**config.mk**
```make
export PLATFORM = sky130hd
export DESIGN_NAME = vga_frame_reader_flat
export DESIGN_NICKNAME = d
export VERILOG_FILES = /design/src/rtl/vga_pkg.sv /design/src/rtl/vga_frame_reader_if.sv /design/src/rtl/vga_sync_counter.sv /design/src/rtl/vga_frame_reader.sv /design/src/flat_wrapper.sv
export SDC_FILE = /design/constraint.sdc
export NUM_CORES = 1
export LEC_CHECK = 0
export ABC_AREA = 1
export CORE_UTILIZATION = 47
export CTS_CLUSTER_SIZE = 8
export DETAILED_ROUTE_END_ITERATION = 10
export HOLD_SLACK_MARGIN = 0.06
export PLACE_DENSITY = 0.74
export SLEW_MARGIN = 10
export SYNTH_ARGS = -nofsm -noshare
export SYNTH_HDL_FRONTEND = slang
export SYNTH_SLANG_ARGS = --single-unit
```
**constraint.sdc**
```tcl
create_clock -name mclk -period 2.75 [get_ports mclk]
set_clock_uncertainty 0.2 [all_clocks]
set_input_delay 0.55 -clock mclk [delete_from_list [all_inputs] [get_ports mclk]]
set_output_delay 0.55 -clock mclk [all_outputs]
set_load 0.05 [all_outputs]
```
**src/rtl/vga_pkg.sv**
```systemverilog
// Shared constants and types for the VGA display path.
//   - default 640x480@60 Hz timing (25 MHz pixel clock)
//   - frame-buffer geometry, address/data widths
//   - RGB565 field positions within a frame-buffer word
//   - vga_ctl_t: the de/hs/vs bundle carried through the latency pipeline
package vga_pkg;

    localparam int VGA_H_ACTIVE = 640;
    localparam int VGA_H_FP     = 16;
    localparam int VGA_H_SYNC   = 96;
    localparam int VGA_H_BP     = 48;
    localparam int VGA_V_ACTIVE = 480;
    localparam int VGA_V_FP     = 10;
    localparam int VGA_V_SYNC   = 2;
    localparam int VGA_V_BP     = 33;

    localparam int VGA_IMG_W = 320;
    localparam int VGA_IMG_H = 240;

    // 320*240 = 76800 words -> 17 address bits
    localparam int ADDR_W = $clog2(VGA_IMG_W * VGA_IMG_H);
    localparam int DATA_W = 16;
    // Both counters fit in 10 bits (max 799 and 524)
    localparam int CNT_W  = 10;

    // RGB565 layout
    localparam int R_HI = 15;
    localparam int R_LO = 11;
    localparam int G_HI = 10;
    localparam int G_LO = 5;
    localparam int B_HI = 4;
    localparam int B_LO = 0;
    localparam int R_W  = R_HI - R_LO + 1;
    localparam int G_W  = G_HI - G_LO + 1;
    localparam int B_W  = B_HI - B_LO + 1;

    typedef struct packed {
        logic de;
        logic hs_n;
        logic vs_n;
    } vga_ctl_t;

    localparam vga_ctl_t CTL_IDLE = '{de: 1'b0, hs_n: 1'b1, vs_n: 1'b1};

endpackage

```
**src/rtl/vga_frame_reader_if.sv**
```systemverilog
// Frame-buffer read port plus VGA output bus of the frame reader.
//   fb_rd_en / fb_rd_addr : read request toward the frame buffer
//   fb_rd_data            : RGB565 word returned RD_LAT clocks later
//   hs / vs               : active-low syncs
//   vga_r / vga_g / vga_b : 5/6/5 colour
//   frame_start           : one-clock pulse at the counter origin
// master = the frame reader, slave = memory/display side.
interface vga_frame_reader_if;
    import vga_pkg::*;

    logic              fb_rd_en;
    logic [ADDR_W-1:0] fb_rd_addr;
    logic [DATA_W-1:0] fb_rd_data;
    logic              hs;
    logic              vs;
    logic [R_W-1:0]    vga_r;
    logic [G_W-1:0]    vga_g;
    logic [B_W-1:0]    vga_b;
    logic              frame_start;

    modport master (
        output fb_rd_en, fb_rd_addr, hs, vs, vga_r, vga_g, vga_b, frame_start,
        input  fb_rd_data
    );

    modport slave (
        input  fb_rd_en, fb_rd_addr, hs, vs, vga_r, vga_g, vga_b, frame_start,
        output fb_rd_data
    );

endinterface

```
**src/rtl/vga_sync_counter.sv**
```systemverilog
// Horizontal/vertical position counters and undelayed (stage 0) timing.
//   mclk, rst   : pixel clock, asynchronous active-high reset
//   h_cnt/v_cnt : current raster position
//   de0         : inside the visible area
//   hs0/vs0     : active-low syncs for the current position
//   frame_start : registered pulse, high the clock after the origin (0,0)
module vga_sync_counter
    import vga_pkg::*;
#(
    parameter int H_ACTIVE = VGA_H_ACTIVE,
    parameter int H_FP     = VGA_H_FP,
    parameter int H_SYNC   = VGA_H_SYNC,
    parameter int H_BP     = VGA_H_BP,
    parameter int V_ACTIVE = VGA_V_ACTIVE,
    parameter int V_FP     = VGA_V_FP,
    parameter int V_SYNC   = VGA_V_SYNC,
    parameter int V_BP     = VGA_V_BP
) (
    input  logic             mclk,
    input  logic             rst,
    output logic [CNT_W-1:0] h_cnt,
    output logic [CNT_W-1:0] v_cnt,
    output logic             de0,
    output logic             hs0,
    output logic             vs0,
    output logic             frame_start
);

    localparam logic [CNT_W-1:0] H_LAST   = CNT_W'(H_ACTIVE + H_FP + H_SYNC + H_BP - 1);
    localparam logic [CNT_W-1:0] V_LAST   = CNT_W'(V_ACTIVE + V_FP + V_SYNC + V_BP - 1);
    localparam logic [CNT_W-1:0] H_VIS    = CNT_W'(H_ACTIVE);
    localparam logic [CNT_W-1:0] V_VIS    = CNT_W'(V_ACTIVE);
    localparam logic [CNT_W-1:0] HS_START = CNT_W'(H_ACTIVE + H_FP);
    localparam logic [CNT_W-1:0] HS_END   = CNT_W'(H_ACTIVE + H_FP + H_SYNC);
    localparam logic [CNT_W-1:0] VS_START = CNT_W'(V_ACTIVE + V_FP);
    localparam logic [CNT_W-1:0] VS_END   = CNT_W'(V_ACTIVE + V_FP + V_SYNC);

    always_ff @(posedge mclk or posedge rst) begin
        if (rst) begin
            h_cnt       <= '0;
            v_cnt       <= '0;
            frame_start <= 1'b0;
        end else begin
            frame_start <= (h_cnt == '0) && (v_cnt == '0);
            if (h_cnt == H_LAST) begin
                h_cnt <= '0;
                v_cnt <= (v_cnt == V_LAST) ? '0 : v_cnt + 1'b1;
            end else begin
                h_cnt <= h_cnt + 1'b1;
            end
        end
    end

    assign de0 = (h_cnt < H_VIS) && (v_cnt < V_VIS);
    assign hs0 = !((h_cnt >= HS_START) && (h_cnt < HS_END));
    assign vs0 = !((v_cnt >= VS_START) && (v_cnt < VS_END));

endmodule

```
**src/rtl/vga_frame_reader.sv**
```systemverilog
// VGA frame reader: scans a 320x240 RGB565 frame buffer onto a 640x480
// raster with 2x pixel and line replication.
//   mclk, rst : pixel clock, asynchronous active-high reset
//   bus       : frame-buffer read port and VGA outputs (master side)
// A raster position issues its read in the same clock; its sync and colour
// appear on the outputs RD_LAT+1 clocks later, so the de/hs/vs bundle is
// delayed RD_LAT clocks to meet the returning data, then registered once.
module vga_frame_reader
    import vga_pkg::*;
#(
    parameter int H_ACTIVE = VGA_H_ACTIVE,
    parameter int H_FP     = VGA_H_FP,
    parameter int H_SYNC   = VGA_H_SYNC,
    parameter int H_BP     = VGA_H_BP,
    parameter int V_ACTIVE = VGA_V_ACTIVE,
    parameter int V_FP     = VGA_V_FP,
    parameter int V_SYNC   = VGA_V_SYNC,
    parameter int V_BP     = VGA_V_BP,
    parameter int IMG_W    = VGA_IMG_W,
    parameter int RD_LAT   = 2   // 1..4
) (
    input  logic               mclk,
    input  logic               rst,
    vga_frame_reader_if.master bus
);

    localparam logic [CNT_W-1:0]  H_LAST    = CNT_W'(H_ACTIVE + H_FP + H_SYNC + H_BP - 1);
    localparam logic [CNT_W-1:0]  V_LAST    = CNT_W'(V_ACTIVE + V_FP + V_SYNC + V_BP - 1);
    // Advance the line base after every second visible line, but not after
    // the last one, so the base never points past the final image row.
    localparam logic [CNT_W-1:0]  V_INC_LIM = CNT_W'(V_ACTIVE - 1);
    localparam logic [ADDR_W-1:0] ROW_STEP  = ADDR_W'(IMG_W);

    logic [CNT_W-1:0]  h_cnt;
    logic [CNT_W-1:0]  v_cnt;
    logic              de0;
    logic              hs0;
    logic              vs0;
    logic              frame_start;
    logic              rd_active;
    logic [ADDR_W-1:0] line_base_reg;

    vga_sync_counter #(
        .H_ACTIVE(H_ACTIVE), .H_FP(H_FP), .H_SYNC(H_SYNC), .H_BP(H_BP),
        .V_ACTIVE(V_ACTIVE), .V_FP(V_FP), .V_SYNC(V_SYNC), .V_BP(V_BP)
    ) u_sync (
        .mclk        (mclk),
        .rst         (rst),
        .h_cnt       (h_cnt),
        .v_cnt       (v_cnt),
        .de0         (de0),
        .hs0         (hs0),
        .vs0         (vs0),
        .frame_start (frame_start)
    );

    // Incremental row base avoids a v*IMG_W multiplier.
    always_ff @(posedge mclk or posedge rst) begin
        if (rst) begin
            line_base_reg <= '0;
        end else if (h_cnt == H_LAST) begin
            if (v_cnt == V_LAST)
                line_base_reg <= '0;
            else if (v_cnt[0] && (v_cnt < V_INC_LIM))
                line_base_reg <= line_base_reg + ROW_STEP;
        end
    end

    // Counters sit at the origin during reset, which is a visible position;
    // gating with rst keeps the read port idle while reset is held.
    assign rd_active      = de0 & ~rst;
    assign bus.fb_rd_en   = rd_active;
    assign bus.fb_rd_addr = rd_active ? line_base_reg + ADDR_W'(h_cnt >> 1) : '0;

    vga_ctl_t ctl0;
    vga_ctl_t ctl_pipe [RD_LAT];

    assign ctl0 = '{de: de0, hs_n: hs0, vs_n: vs0};

    generate
        for (genvar gi = 0; gi < RD_LAT; gi++) begin : g_lat
            vga_ctl_t stage_in;
            if (gi == 0) begin : g_first
                assign stage_in = ctl0;
            end else begin : g_rest
                assign stage_in = ctl_pipe[gi-1];
            end
            always_ff @(posedge mclk or posedge rst) begin
                if (rst) ctl_pipe[gi] <= CTL_IDLE;
                else     ctl_pipe[gi] <= stage_in;
            end
        end
    endgenerate

    vga_ctl_t       ctl_d;
    logic           hs_reg;
    logic           vs_reg;
    logic [R_W-1:0] r_reg;
    logic [G_W-1:0] g_reg;
    logic [B_W-1:0] b_reg;

    assign ctl_d = ctl_pipe[RD_LAT-1];

    always_ff @(posedge mclk or posedge rst) begin
        if (rst) begin
            hs_reg <= 1'b1;
            vs_reg <= 1'b1;
            r_reg  <= '0;
            g_reg  <= '0;
            b_reg  <= '0;
        end else begin
            hs_reg <= ctl_d.hs_n;
            vs_reg <= ctl_d.vs_n;
            if (ctl_d.de) begin
                r_reg <= bus.fb_rd_data[R_HI:R_LO];
                g_reg <= bus.fb_rd_data[G_HI:G_LO];
                b_reg <= bus.fb_rd_data[B_HI:B_LO];
            end else begin
                r_reg <= '0;
                g_reg <= '0;
                b_reg <= '0;
            end
        end
    end

    assign bus.hs          = hs_reg;
    assign bus.vs          = vs_reg;
    assign bus.vga_r       = r_reg;
    assign bus.vga_g       = g_reg;
    assign bus.vga_b       = b_reg;
    assign bus.frame_start = frame_start;

endmodule

```
**src/flat_wrapper.sv**
```systemverilog
// flat-port wrapper written by rule: the top's interface ports become plain ports
module vga_frame_reader_flat import vga_pkg::*;
#(
    parameter int H_ACTIVE = VGA_H_ACTIVE,
    parameter int H_FP     = VGA_H_FP,
    parameter int H_SYNC   = VGA_H_SYNC,
    parameter int H_BP     = VGA_H_BP,
    parameter int V_ACTIVE = VGA_V_ACTIVE,
    parameter int V_FP     = VGA_V_FP,
    parameter int V_SYNC   = VGA_V_SYNC,
    parameter int V_BP     = VGA_V_BP,
    parameter int IMG_W    = VGA_IMG_W,
    parameter int RD_LAT   = 2          
)
  (mclk, rst, bus_fb_rd_en, bus_fb_rd_addr, bus_hs, bus_vs, bus_vga_r, bus_vga_g, bus_vga_b, bus_frame_start, bus_fb_rd_data);
  vga_frame_reader_if bus_i ();
  input  logic mclk;
  input  logic rst;
  output wire logic [$bits(bus_i.fb_rd_en)-1:0] bus_fb_rd_en;
  output wire logic [$bits(bus_i.fb_rd_addr)-1:0] bus_fb_rd_addr;
  output wire logic [$bits(bus_i.hs)-1:0] bus_hs;
  output wire logic [$bits(bus_i.vs)-1:0] bus_vs;
  output wire logic [$bits(bus_i.vga_r)-1:0] bus_vga_r;
  output wire logic [$bits(bus_i.vga_g)-1:0] bus_vga_g;
  output wire logic [$bits(bus_i.vga_b)-1:0] bus_vga_b;
  output wire logic [$bits(bus_i.frame_start)-1:0] bus_frame_start;
  input wire logic [$bits(bus_i.fb_rd_data)-1:0] bus_fb_rd_data;
  assign bus_fb_rd_en = bus_i.fb_rd_en;
  assign bus_fb_rd_addr = bus_i.fb_rd_addr;
  assign bus_hs = bus_i.hs;
  assign bus_vs = bus_i.vs;
  assign bus_vga_r = bus_i.vga_r;
  assign bus_vga_g = bus_i.vga_g;
  assign bus_vga_b = bus_i.vga_b;
  assign bus_frame_start = bus_i.frame_start;
  assign bus_i.fb_rd_data = bus_fb_rd_data;
  vga_frame_reader #(.H_ACTIVE(H_ACTIVE), .H_FP(H_FP), .H_SYNC(H_SYNC), .H_BP(H_BP), .V_ACTIVE(V_ACTIVE), .V_FP(V_FP), .V_SYNC(V_SYNC), .V_BP(V_BP), .IMG_W(IMG_W), .RD_LAT(RD_LAT)) u_core (.mclk(mclk), .rst(rst), .bus(bus_i));
endmodule
```
### Word level (Yosys, flattened, before mapping)

Index checks and enable logic that the tools add are counted.

* flip-flop bits (word level): 62
* word-level logic and storage cells: 49
* output and inout port bits: 37

* reductions and logical operators: 11
* equal/unequal tests: 2
* muxes and demuxes: 8
* magnitude comparators: 7
* bitwise gates (word level): 2
* $add $sub $neg: 4

Operators with widths (number)
* $mux 17: 3
* $lt 10x9->1 const B: 3
* $add 10x1->10 const B: 2
* $eq 10x10->1 const B: 2
* $logic_not 10->1: 2
* $lt 10x10->1 const B: 2
* $mux 10: 2
* $add 17x9->17: 1
* $add 17x9->17 const B: 1
* $ge 10x10->1 const B: 1
* $ge 10x9->1 const B: 1
* $mux 5: 2
* $mux 6: 1
* $logic_and 1x1->1: 5
* $logic_not 1->1: 2
* $reduce_and 2->1: 1
* $reduce_bool 2->1: 1
* $and 1x1->1: 1
* $not 1->1: 1

### Depth between registers and ports, before layout

Gate-level depths: netlist (run 1).

* depth in word-level cells: 4
* mapped depth: 10
* gate-level depth less buffers: 10

### Modules after synthesis

From an unflattened synthesis (run 1), not the netlist that was laid out.

* cells, all modules: 418
* area, all modules: 3170.5 um^2

Modules (own cells, without submodules)
* vga_frame_reader: cells each 254, area each 1935.6 um^2, instances 1
* vga_sync_counter: cells each 164, area each 1234.9 um^2, instances 1

### Worst setup path before layout (run 1)

No wires, ideal clock.

* path type: input to output
* start: input port rst
* end: output port bus_fb_rd_addr[10]
* arrival time: 3.199 ns
* stages: 3
* path slack: -1.199 ns
* cells stage by stage: inv_1 nand2_2 nor3_1

* word-level cells in the longest chain between the ends: 3

Ends and longest elaborated chain
* from (decl): line flat_wrapper.sv:18 `input logic rst;`
* $not 1->1: line vga_frame_reader.sv:71 `assign rd_active = de0 & ~rst;`
* $and 1x1->1: line vga_frame_reader.sv:71
* $mux 17: line vga_frame_reader.sv:73 `assign bus.fb_rd_addr = rd_active ? line_base_reg + ADDR_W'(h_cnt >> 1) : '0;`
* to (decl): line flat_wrapper.sv:20 `output wire logic [$bits(bus_i.fb_rd_addr)-1:0] bus_fb_rd_addr;`

No other way between the ends.

### Final worst setup path (run 1)

* start: input port rst
* end: output port bus_fb_rd_addr[14]

Same word-level chain as after synthesis.

==> results of run 1 <==
-- stage by stage --
step / TNS, ns / std cells
after floorplan: -0.124 / 379
after global placement: 0 / 506
after detailed placement: 0 / 506
after CTS: 0 / 517
after global routing: -0.00353 / 530
final: 0 / 530
-- metal layers --
metal	routed length (um)	GRT usage
met1	2980	0.276
met2	3340	0.355
met3	317	0.0427
met4	65	0.0571
met5	0	0
-- how the worst max path moves through the flow --
stage | startpoint | endpoint
2_1_floorplan | rst | bus_fb_rd_addr[10]
3_3_place_gp | rst | bus_fb_rd_addr[13]
3_5_place_dp | rst | bus_fb_rd_addr[13]
4_1_cts | u_core.u_sync.v_cnt[6] | bus_fb_rd_addr[13]
5_1_grt | u_core.u_sync.h_cnt[8] | bus_fb_rd_addr[14]
6_report | rst | bus_fb_rd_addr[14]
-- cell families (layout without fill, tap and decap cells) --
group                      after synthesis  in the layout  synth area share
xor gates and xnor gates                11             11            0.0327
AOI/OAI and AO/OA                       24             24            0.0420
adders and majority gates                8              8            0.0339
DFF                                     56             56             0.478
buffers and inverters                   70            146            0.0950
and+or+nand+nor                        210            210             0.319
-- placed cells by master, fill, tap and decap left out, drive strengths merged --
cell / instances
nand3b: 1
buf: 38
clkinvlp: 2
nand2: 110
nor2: 43
ha: 8
o21ai: 15
dfstp: 6
a21oi: 8
nor3: 14
clkinv: 1
clkbuf: 5
nand4: 17
nor3b: 2
dfrtp: 50
xnor2: 2
clkdlybuf4s50: 36
nand3: 22
xor2: 9
nor4: 1
inv: 64
a211o: 1
-- synth_stat cells, types with 3 or more instances --
| library cell | instances | area (sq um) |
|---|---|---|
| a21oi_1 | 8 | 40.0 |
| dfrtp_1 | 50 | 1250 |
| dfstp_2 | 6 | 158 |
| ha_1 | 8 | 100 |
| inv_1 | 61 | 229 |
| inv_2 | 3 | 11.3 |
| nand2_1 | 107 | 402 |
| nand2_2 | 3 | 18.8 |
| nand3_1 | 21 | 105 |
| nand4_1 | 16 | 100 |
| nor2_1 | 41 | 154 |
| nor3_1 | 11 | 55.1 |
| o21ai_0 | 15 | 75.1 |
| xor2_1 | 9 | 78.8 |
-- worst reg2reg max path, delay by kind of cell, from the launching register on --
family        cells  cell delay (ns)
fa+ha+maj         1             0.19
buf+inv           2             0.19
flops             1             0.47
simple gates      6             0.89
-- where the power goes --
part / internal [mW] / total [mW] / leakage (nW) / switching (mW)
clock network: 0.188 / 0.480 / 0.0463 / 0.292
registers: 0.835 / 0.838 / 0.691 / 0.00312
logic: 0.0633 / 0.158 / 1.26 / 0.0945
total: 1.09 / 1.48 / 2.00 / 0.390
-- what timing repair did --
action | in CTS | in global routing
buffers inserted | 3 | 13
pin swaps | 2 | 5
resized for setup | 6 | 21
setup endpoints to repair | 7 | 10
-- cell type report --
class	instances	area, sq um
fill	456	1950
inverter	64	244
tap	75	93.8
sequential	56	1420
clock buffer	5	68.8
multi-input combinational	253	1410
clock inverter	3	27.5
timing repair buffer	74	786
==> summary.md, run 1 <==
| Metric | Value |
|---|---|
| Status | `completed` |
| CTS Sinks | `56` |
| Layout cells sized above 1 | `0.224` |
| Die area | `between 6000 and 7000 sq um` |
| IO Pins | `between 50 and 60` |
| Post-synth EDFFs | `0` |
| Largest stage delay, worst path | `0.53 ns` |
| Starting Density | `0.492` |
| Min Tclk post-route | `about 2.7 ns` |
| Placed inst area | `~3700 sq um` |
| CTS tree | `done` |
| Number of global-route vias before repair | `approximately 2.4k` |
| FF-to-FF path depth | `9` |
| Hold Path Class | `reg -> reg` |
| Final worst path period share | `0.970` |
| Post-DR vias/cell | `5.02` |
| Fmax | `roughly 370 MHz` |
| Area Growth Syn to Fin | `36.9%` |
| Max reg flops | `11` |
| CTS buffer count | `5` |
| Total grt overflow | `0` |
| Max_cap viols | `0` |
| Routed Antenna Nets | `0` |
| HP Start | `u_core.ctl_pipe[3]` |
| Synth warnings | `0` |
| Core area | `5990 sq um` |
| Die X | `81.2 um` |
| WP depth | `6` |
| Total number of vias | `around 2.7k` |
| Sequential fraction of the synthesis area | `0.478` |
| Rows | `28` |
| Max_slew headroom | `0.545` |
| Initial antenna violation count | `0` |
| Place WS | `between 0.05 and 0.06 ns` |
| R2r startpoint | `u_core.u_sync.v_cnt[0]` |
| Die Span Y | `slightly above 80 um` |
| Worst Path Required | `roughly 2.0 ns` |
| Leak Pwr | `2.00 nW` |
| Total power | `1.48 mW` |
| Worst path cell trace | `clkdlybuf4s50_1 -> nor3_4 -> buf_6 -> nand2_1 -> a21oi_4 -> buf_12` |
| Syn Inst Count | `about 380` |
| VDD IR max | `0.000277 V` |
| Post-layout utilization of the core | `0.674` |
| Routed WL | `~6.7 mm` |
| DRT Pass-1 Iters | `4` |
| Worst Path Arrival | `between 1.5 and 2 ns` |
| Nets | `480` |
| H-tree levels | `2` |
| Synthesized Nets | `roughly 400` |
| Worst setup SP type | `input port` |
| WL/cell | `12.7 um` |
| CTS Hold Bufs | `0` |
| # diodes | `0` |
| Final HPWL from detailed placement | `4.70 mm` |
| CTS Buffer Depth | `2` |
| Clock slew at reported path FFs | `roughly 0.10 ns` |
| Final Cell Area | `about 4000 sq um` |
| Netlist cell types | `27` |
| Largest net degree at the start of global routing | `between 50 and 60` |
| CP Class | `in -> out` |
| Setup violators final | `0` |
| Critical Path End Type | `output pin` |
| Global Route Usage Sum | `0.211` |
| WHS Path Cells | `0` |
| Initial drt markers | `~140` |
| Final hold slack | `roughly 0.16 ns` |
| Asr flop ratio synth | `1.00` |
| Number of synthesized register bits | `56` |
| Reg-to-Reg End | `u_core.line_base_reg[16]` |
| Final Max Slew Viols | `0` |
| I/O Buffers | `54` |
| Worst hold path endpoint | `u_core.ctl_d[0]` |
| Later-pin clock latency in the skew report | `0.31 ns` |
| CP Buf/Inv Count | `3` |
| CP max-delay cell | `clkdlybuf4s50_1` |
| Mapped cell area | `2950 sq um` |
| Clock Tree Root | `clkbuf_8` |
| Syn avg cell area | `around 8 sq um` |
| RD Place Congestion | `0.896` |
| Drt drc | `0` |
| Final Hold Fails | `0` |
| Final WS setup | `roughly 0.081 ns` |
| First-pass GRT wire length | `~11 mm` |
| FF-to-FF setup slack | `0.71 ns` |
| CP max FO | `6` |
| Most used DFF post-synth | `dfrtp_1` |
| PwrDens | `approximately 370 nW/um^2` |
| Family with the most delay on the worst path | `buffers and inverters` |
| Slew @ Worst Pin | `roughly 0.7 ns` |
(Power assumes the default switching activity.)
==> run 2, diff against run 1 <==
- CORE_UTILIZATION: 47 -> 45
- PLACE_DENSITY: 0.74 -> 0.71
==> run 2 against run 1 <==
Design area down 2.5%. First-iteration DRC count decreased by 22%. Via count fell by 0.79%. Maximum frequency fell by 0.60%. Register-to-register slack got worse by 0.06 ns. Sequential cell count unchanged. Clock power decreased by 5.2%. Sequential share of layout area grew 0.91 points. Critical path depth is 4 higher.
==> summary.md, run 2 (synthesized netlist as in run 1, its figures left out) <==
| Metric | Value |
|---|---|
| DRT Pass-1 Iters | `4` |
| Area Growth Syn to Fin | `33.5%` |
| CTS Buffer Depth | `2` |
| IO Pins | `55` |
| Max_cap viols | `0` |
| Fill count | `roughly 570` |
| Die Span Y | `about 83 um` |
| Total number of vias | `~2.6k` |
| Most used cell, CP | `nand2_2` |
| Total grt overflow | `0` |
| Slew @ Worst Pin | `just under 0.7 ns` |
| Starting Density | `0.465` |
| DR WL met2 | `between 3 and 4 mm` |
| Wl on met1 | `approximately 2.9 mm` |
| Global Route Usage Sum | `0.194` |
| Place WS | `0.0890 ns` |
| Clock Tree Root | `clkbuf_8` |
| WHS Path Cells | `0` |
| Clock slew at reported path FFs | `0.10 ns` |
| First-pass GRT wire length | `10.9 mm` |
| Routed WL | `about 6.4 mm` |
| I/O Buffers | `between 50 and 60` |
| Max_slew headroom | `0.544` |
| Worst Path Required | `2.00 ns` |
| Setup_tns | `0 ns` |
| WP depth | `10` |
| CTS buffer count | `5` |
| # diodes | `0` |
| Top routing layer used | `met4` |
| Layout cells sized above 1 | `0.212` |
| Worst setup SP type | `register` |
| FF-to-FF path depth | `9` |
| H-tree levels | `2` |
| Drt drc | `0` |
| Hold Path Class | `reg -> reg` |
| Largest stage delay, worst path | `roughly 0.46 ns` |
| Fmax | `372 MHz` |
| Leak Pwr | `just under 2 nW` |
| CTS tree | `done` |
| Initial antenna violation count | `0` |
| Core area | `6350 sq um` |
| Commonest cells after routing, fill and taps aside | `97 x nand2_1, 59 x inv_1, 45 x dfrtp_1, 36 x clkdlybuf4s50_1, 30 x nor2_1` |
| Final Max Slew Viols | `0` |
| Most common cell after layout, fill and taps aside | `nand2_1` |
| Rows | `29` |
| Status | `completed` |
| Final hold slack | `0.159 ns` |
| Final Hold Fails | `0` |
| Later-pin clock latency in the skew report | `between 0.3 and 0.4 ns` |
| Number of global-route vias before repair | `~2.4k` |
| PwrDens | `between 300 and 400 nW/um^2` |
| Die area | `between 6000 and 7000 sq um` |
| Final HPWL from detailed placement | `between 4 and 5 mm` |
| Routed Antenna Nets | `0` |
| CP max FO | `4` |
| WL/cell | `12.2 um` |
| Max reg flops | `11` |
| Final worst path period share | `0.976` |
| RD Place Congestion | `between 0.8 and 0.9` |
| VDD IR max | `approximately 0.00025 V` |
| Critical Path End Type | `output pin` |
| Setup violators final | `0` |
| CP Buf/Inv Count | `3` |
| CP max-delay cell | `dfrtp_2` |
| Largest net degree at the start of global routing | `57` |
| Post-DR vias/cell | `about 5` |
| CP Class | `reg -> out` |
| Family with the most delay on the worst path | `simple AND/OR/NAND/NOR gates` |
| Worst path cell trace | `ha_4 -> nand2_2 -> nand2_2 -> nand2_1 -> nand2_2 -> nand2_2 -> inv_2 -> buf_4 -> nor3_4 -> buf_6` |
| Initial drt markers | `about 110` |
| Die X | `roughly 83 um` |
| Nets | `around 470` |
| CTS Sinks | `56` |
| Wire length on met3 | `roughly 350 um` |
| CTS Hold Bufs | `0` |
| Post-layout utilization of the core | `0.620` |
| Min Tclk post-route | `2.68 ns` |
| Final WS setup | `0.0652 ns` |
| Worst Path Arrival | `between 1.5 and 2 ns` |
[run 2: final timing paths]
path | from | end | slack (ns)
min reg2reg | u_core.ctl_pipe[5] | u_core.ctl_d[2] | 0.16
max | u_core.u_sync.h_cnt[8] | bus_fb_rd_addr[9] | 0.07
max in group asynchronous | rst | u_core.u_sync.h_cnt[7] | 1.05
min | u_core.ctl_pipe[5] | u_core.ctl_d[2] | 0.16
max reg2reg | u_core.u_sync.v_cnt[0] | u_core.line_base_reg[8] | 0.65
min in group asynchronous | rst | u_core.u_sync.v_cnt[5] | 0.82
[run 2: report_power, final]
group	switching (mW)	internal, mW	total (mW)
clock network	0.273	0.182	0.455
logic	0.0923	0.0569	0.149
registers	0.00292	0.835	0.838
total	0.368	1.07	1.44
[run 2: worst reg2reg max path, stage by stage (launching register included)]
cell and delay, ns:
dfrtp_1 0.47, inv_1 0.16, ha_1 0.19, inv_1 0.05
nor2_1 0.14, nand4_2 0.27, nand2_1 0.18, nand2_2 0.16
nand2_1 0.12, nand2_1 0.06
[run 2: through the flow]
stage	power [mW]	instance area, sq um	cells
2_1_floorplan	0.937	3020	379
3_3_place_gp	1.00	3690	507
3_5_place_dp	1.00	3690	507
4_1_cts	1.46	3830	518
5_1_grt	1.50	3940	525
6_report	1.44	3940	525
[run 2: area by class of cell]
type | count | area (sq um) | share of cell area
clock buffers | 6 | 72.6 | 0.0184
flip-flops and latches | 56 | 1420 | 0.359
repair buffers | 67 | 708 | 0.180
well taps | 77 | 96.3 | 0.0245
multi-input cells | 253 | 1390 | 0.352
clock inverters | 2 | 16.3 | 0.00413
inverters | 64 | 244 | 0.0620
[run 2: what timing repair did]
| item | in CTS | in global routing |
|---|---|---|
| buffers inserted | 3 | 7 |
| pin swaps | 2 | 5 |
| endpoints found under the setup margin | 8 | 9 |
| resized for setup | 5 | 21 |
[run 2: layer usage]
layer,global-route usage,up-vias
li1,-,1329
met1,0.258,1230
met2,0.316,73
met3,0.0427,7
met4,0.0627,0
met5,0,-
==> run 3, diff against run 2 <==
==> constraint.sdc (replaced) <==
create_clock -name mclk -period 2.75 [get_ports mclk]
set_clock_uncertainty 0.2 [all_clocks]
set_input_delay 0.6875 -clock mclk [delete_from_list [all_inputs] [get_ports mclk]]
set_output_delay 0.6875 -clock mclk [all_outputs]
set_load 0.05 [all_outputs]
==> run 3 against run 2 <==
The run now ends with setup timing left. Sequential share of layout area down 2.4 points. Power up 1.8%. Via count up 0.64%. Worst setup slack worse by 0.080 ns. Cell count up 2.1%. Combinational power up 5%. Die area unchanged. Global-route usage up 1.1 points. Critical path type unchanged. Critical endpoint is now bus_fb_rd_addr[10].
==> summary.md, run 3 (synthesized netlist as in run 1, its figures left out) <==
| Metric | Value |
|---|---|
| Most common cell after layout, fill and taps aside | `nand2_1` |
| Max_cap viols | `0` |
| CTS Hold Bufs | `0` |
| Initial antenna violation count | `0` |
| CTS Buffer Depth | `2` |
| CP max FO | `4` |
| Number of global-route vias before repair | `~2.6k` |
| Clock slew at reported path FFs | `roughly 0.11 ns` |
| Status | `finished, violations left` |
| Final HPWL from detailed placement | `between 4 and 5 mm` |
| Fmax | `roughly 360 MHz` |
| Final Hold Fails | `0` |
| Layout cells sized above 1 | `0.285` |
| Worst setup SP type | `register` |
| Post-DR vias/cell | `about 5.0` |
| Worst Path Required | `1.86 ns` |
| VDD IR max | `~0.00024 V` |
| First-pass GRT wire length | `between 10 and 15 mm` |
| Final worst path period share | `1.01` |
| Die X | `between 80 and 90 um` |
| Placed inst area | `~3800 sq um` |
| RSZ-0062 raised after global routing | `true` |
| Leak Pwr | `just over 2 nW` |
| Largest net degree at the start of global routing | `between 50 and 60` |
| Setup violators final | `4` |
| Routed WL | `around 7 mm` |
| Final WS setup | `-0.0146 ns` |
| CTS buffer count | `5` |
| Later-pin clock latency in the skew report | `~0.32 ns` |
| Non-filler cells, final | `536` |
| Total power | `roughly 1.5 mW` |
| Commonest cells after routing, fill and taps aside | `85 x nand2_1, 56 x inv_1, 42 x dfrtp_1, 35 x clkdlybuf4s50_1, 30 x buf_4` |
| Dpl cells | `about 500` |
| Setup_tns | `-0.0290 ns` |
| Starting Density | `0.465` |
| Critical Path End Type | `output pin` |
| Post-layout utilization of the core | `0.666` |
| Place WS | `-0.122 ns` |
| Fill count | `just over 500` |
| Die Span Y | `between 80 and 90 um` |
| Drt drc | `0` |
| Die area | `6880 sq um` |
| Max_slew headroom | `0.540` |
| Final Max Slew Viols | `0` |
| Rows | `29` |
| Total number of vias | `~2.7k` |
| Global Route Usage Sum | `0.205` |
| IO Pins | `55` |
| CTS Sinks | `56` |
| Worst Path Arrival | `between 1.5 and 2 ns` |
| Routed Antenna Nets | `0` |
| RD Place Congestion | `approximately 0.9` |
| # diodes | `0` |
| Area Growth Syn to Fin | `43.3%` |
| Hold Path Class | `reg -> reg` |
| DRT Pass-1 Iters | `4` |
| PwrDens | `~350 nW/um^2` |
| Final Cell Area | `roughly 4200 sq um` |
| Total grt overflow | `0` |
| Min Tclk post-route | `approximately 2.8 ns` |
| I/O Buffers | `54` |
| WL/cell | `between 10 and 15 um` |
| Final hold slack | `approximately 0.16 ns` |
| Failing checks | `setup timing` |
| Max reg flops | `11` |
| Initial drt markers | `146` |
| Slew @ Worst Pin | `~0.7 ns` |
| CP Class | `reg -> out` |
| CTS tree | `done` |
| Core area | `6350 sq um` |
| H-tree levels | `2` |
| Clock Tree Root | `clkbuf_8` |
| Nets | `between 400 and 500` |
-- run 3: where the power goes --
group / internal, mW / switching [mW] / total (mW)
combinational: 0.0585 / 0.0970 / 0.156
sequential: 0.835 / 0.00285 / 0.838
clock: 0.186 / 0.288 / 0.475
-- run 3: final timing paths --
kind,start,end,slack [ns],cells past startpoint
setup / recovery,u_core.u_sync.h_cnt[8],bus_fb_rd_addr[10],-0.01,10
hold / removal,u_core.ctl_pipe[3],u_core.ctl_d[0],0.16,0
setup reg to reg,u_core.u_sync.v_cnt[0],u_core.line_base_reg[6],0.68,9
hold reg to reg,u_core.ctl_pipe[3],u_core.ctl_d[0],0.16,0
max in group asynchronous,rst,u_core.u_sync.v_cnt[7],1.18,3
min in group asynchronous,rst,u_core.u_sync.frame_start,0.68,3
-- run 3: what timing repair did --
item | CTS | global route
setup buffers | 6 | 9
pin swaps | 1 | 12
setup endpoints to repair | 17 | 13
gates resized for setup | 29 | 32
-- run 3: layer usage --
metal	share of wire	GRT usage	up-vias
met1	0.45	0.270	1223
met5	0	0	-
met2	0.48	0.334	78
met4	0.018	0.0721	0
li1	-	-	1341
met3	0.054	0.0467	14
-- run 3: worst max-delay path: stages, from the launching register on --
cell and delay [ns]:
dfrtp_2 0.46, ha_4 0.28, nand2_2 0.04, nand2_2 0.08, nand2_2 0.07, nand2_4 0.09, nand2_4 0.07, inv_6 0.08
nor2_2 0.05, nor3_4 0.16, buf_6 0.18
-- run 3: area by class of cell --
cell class | count | area [sq um] | area share
multi-input cells | 253 | 1570 | 0.371
clock buffers | 5 | 68.8 | 0.0163
inverters | 64 | 251 | 0.0595
repair buffers | 78 | 798 | 0.189
flip-flops and latches | 56 | 1420 | 0.336
clock inverters | 3 | 26.3 | 0.00621
well taps | 77 | 96.3 | 0.0228
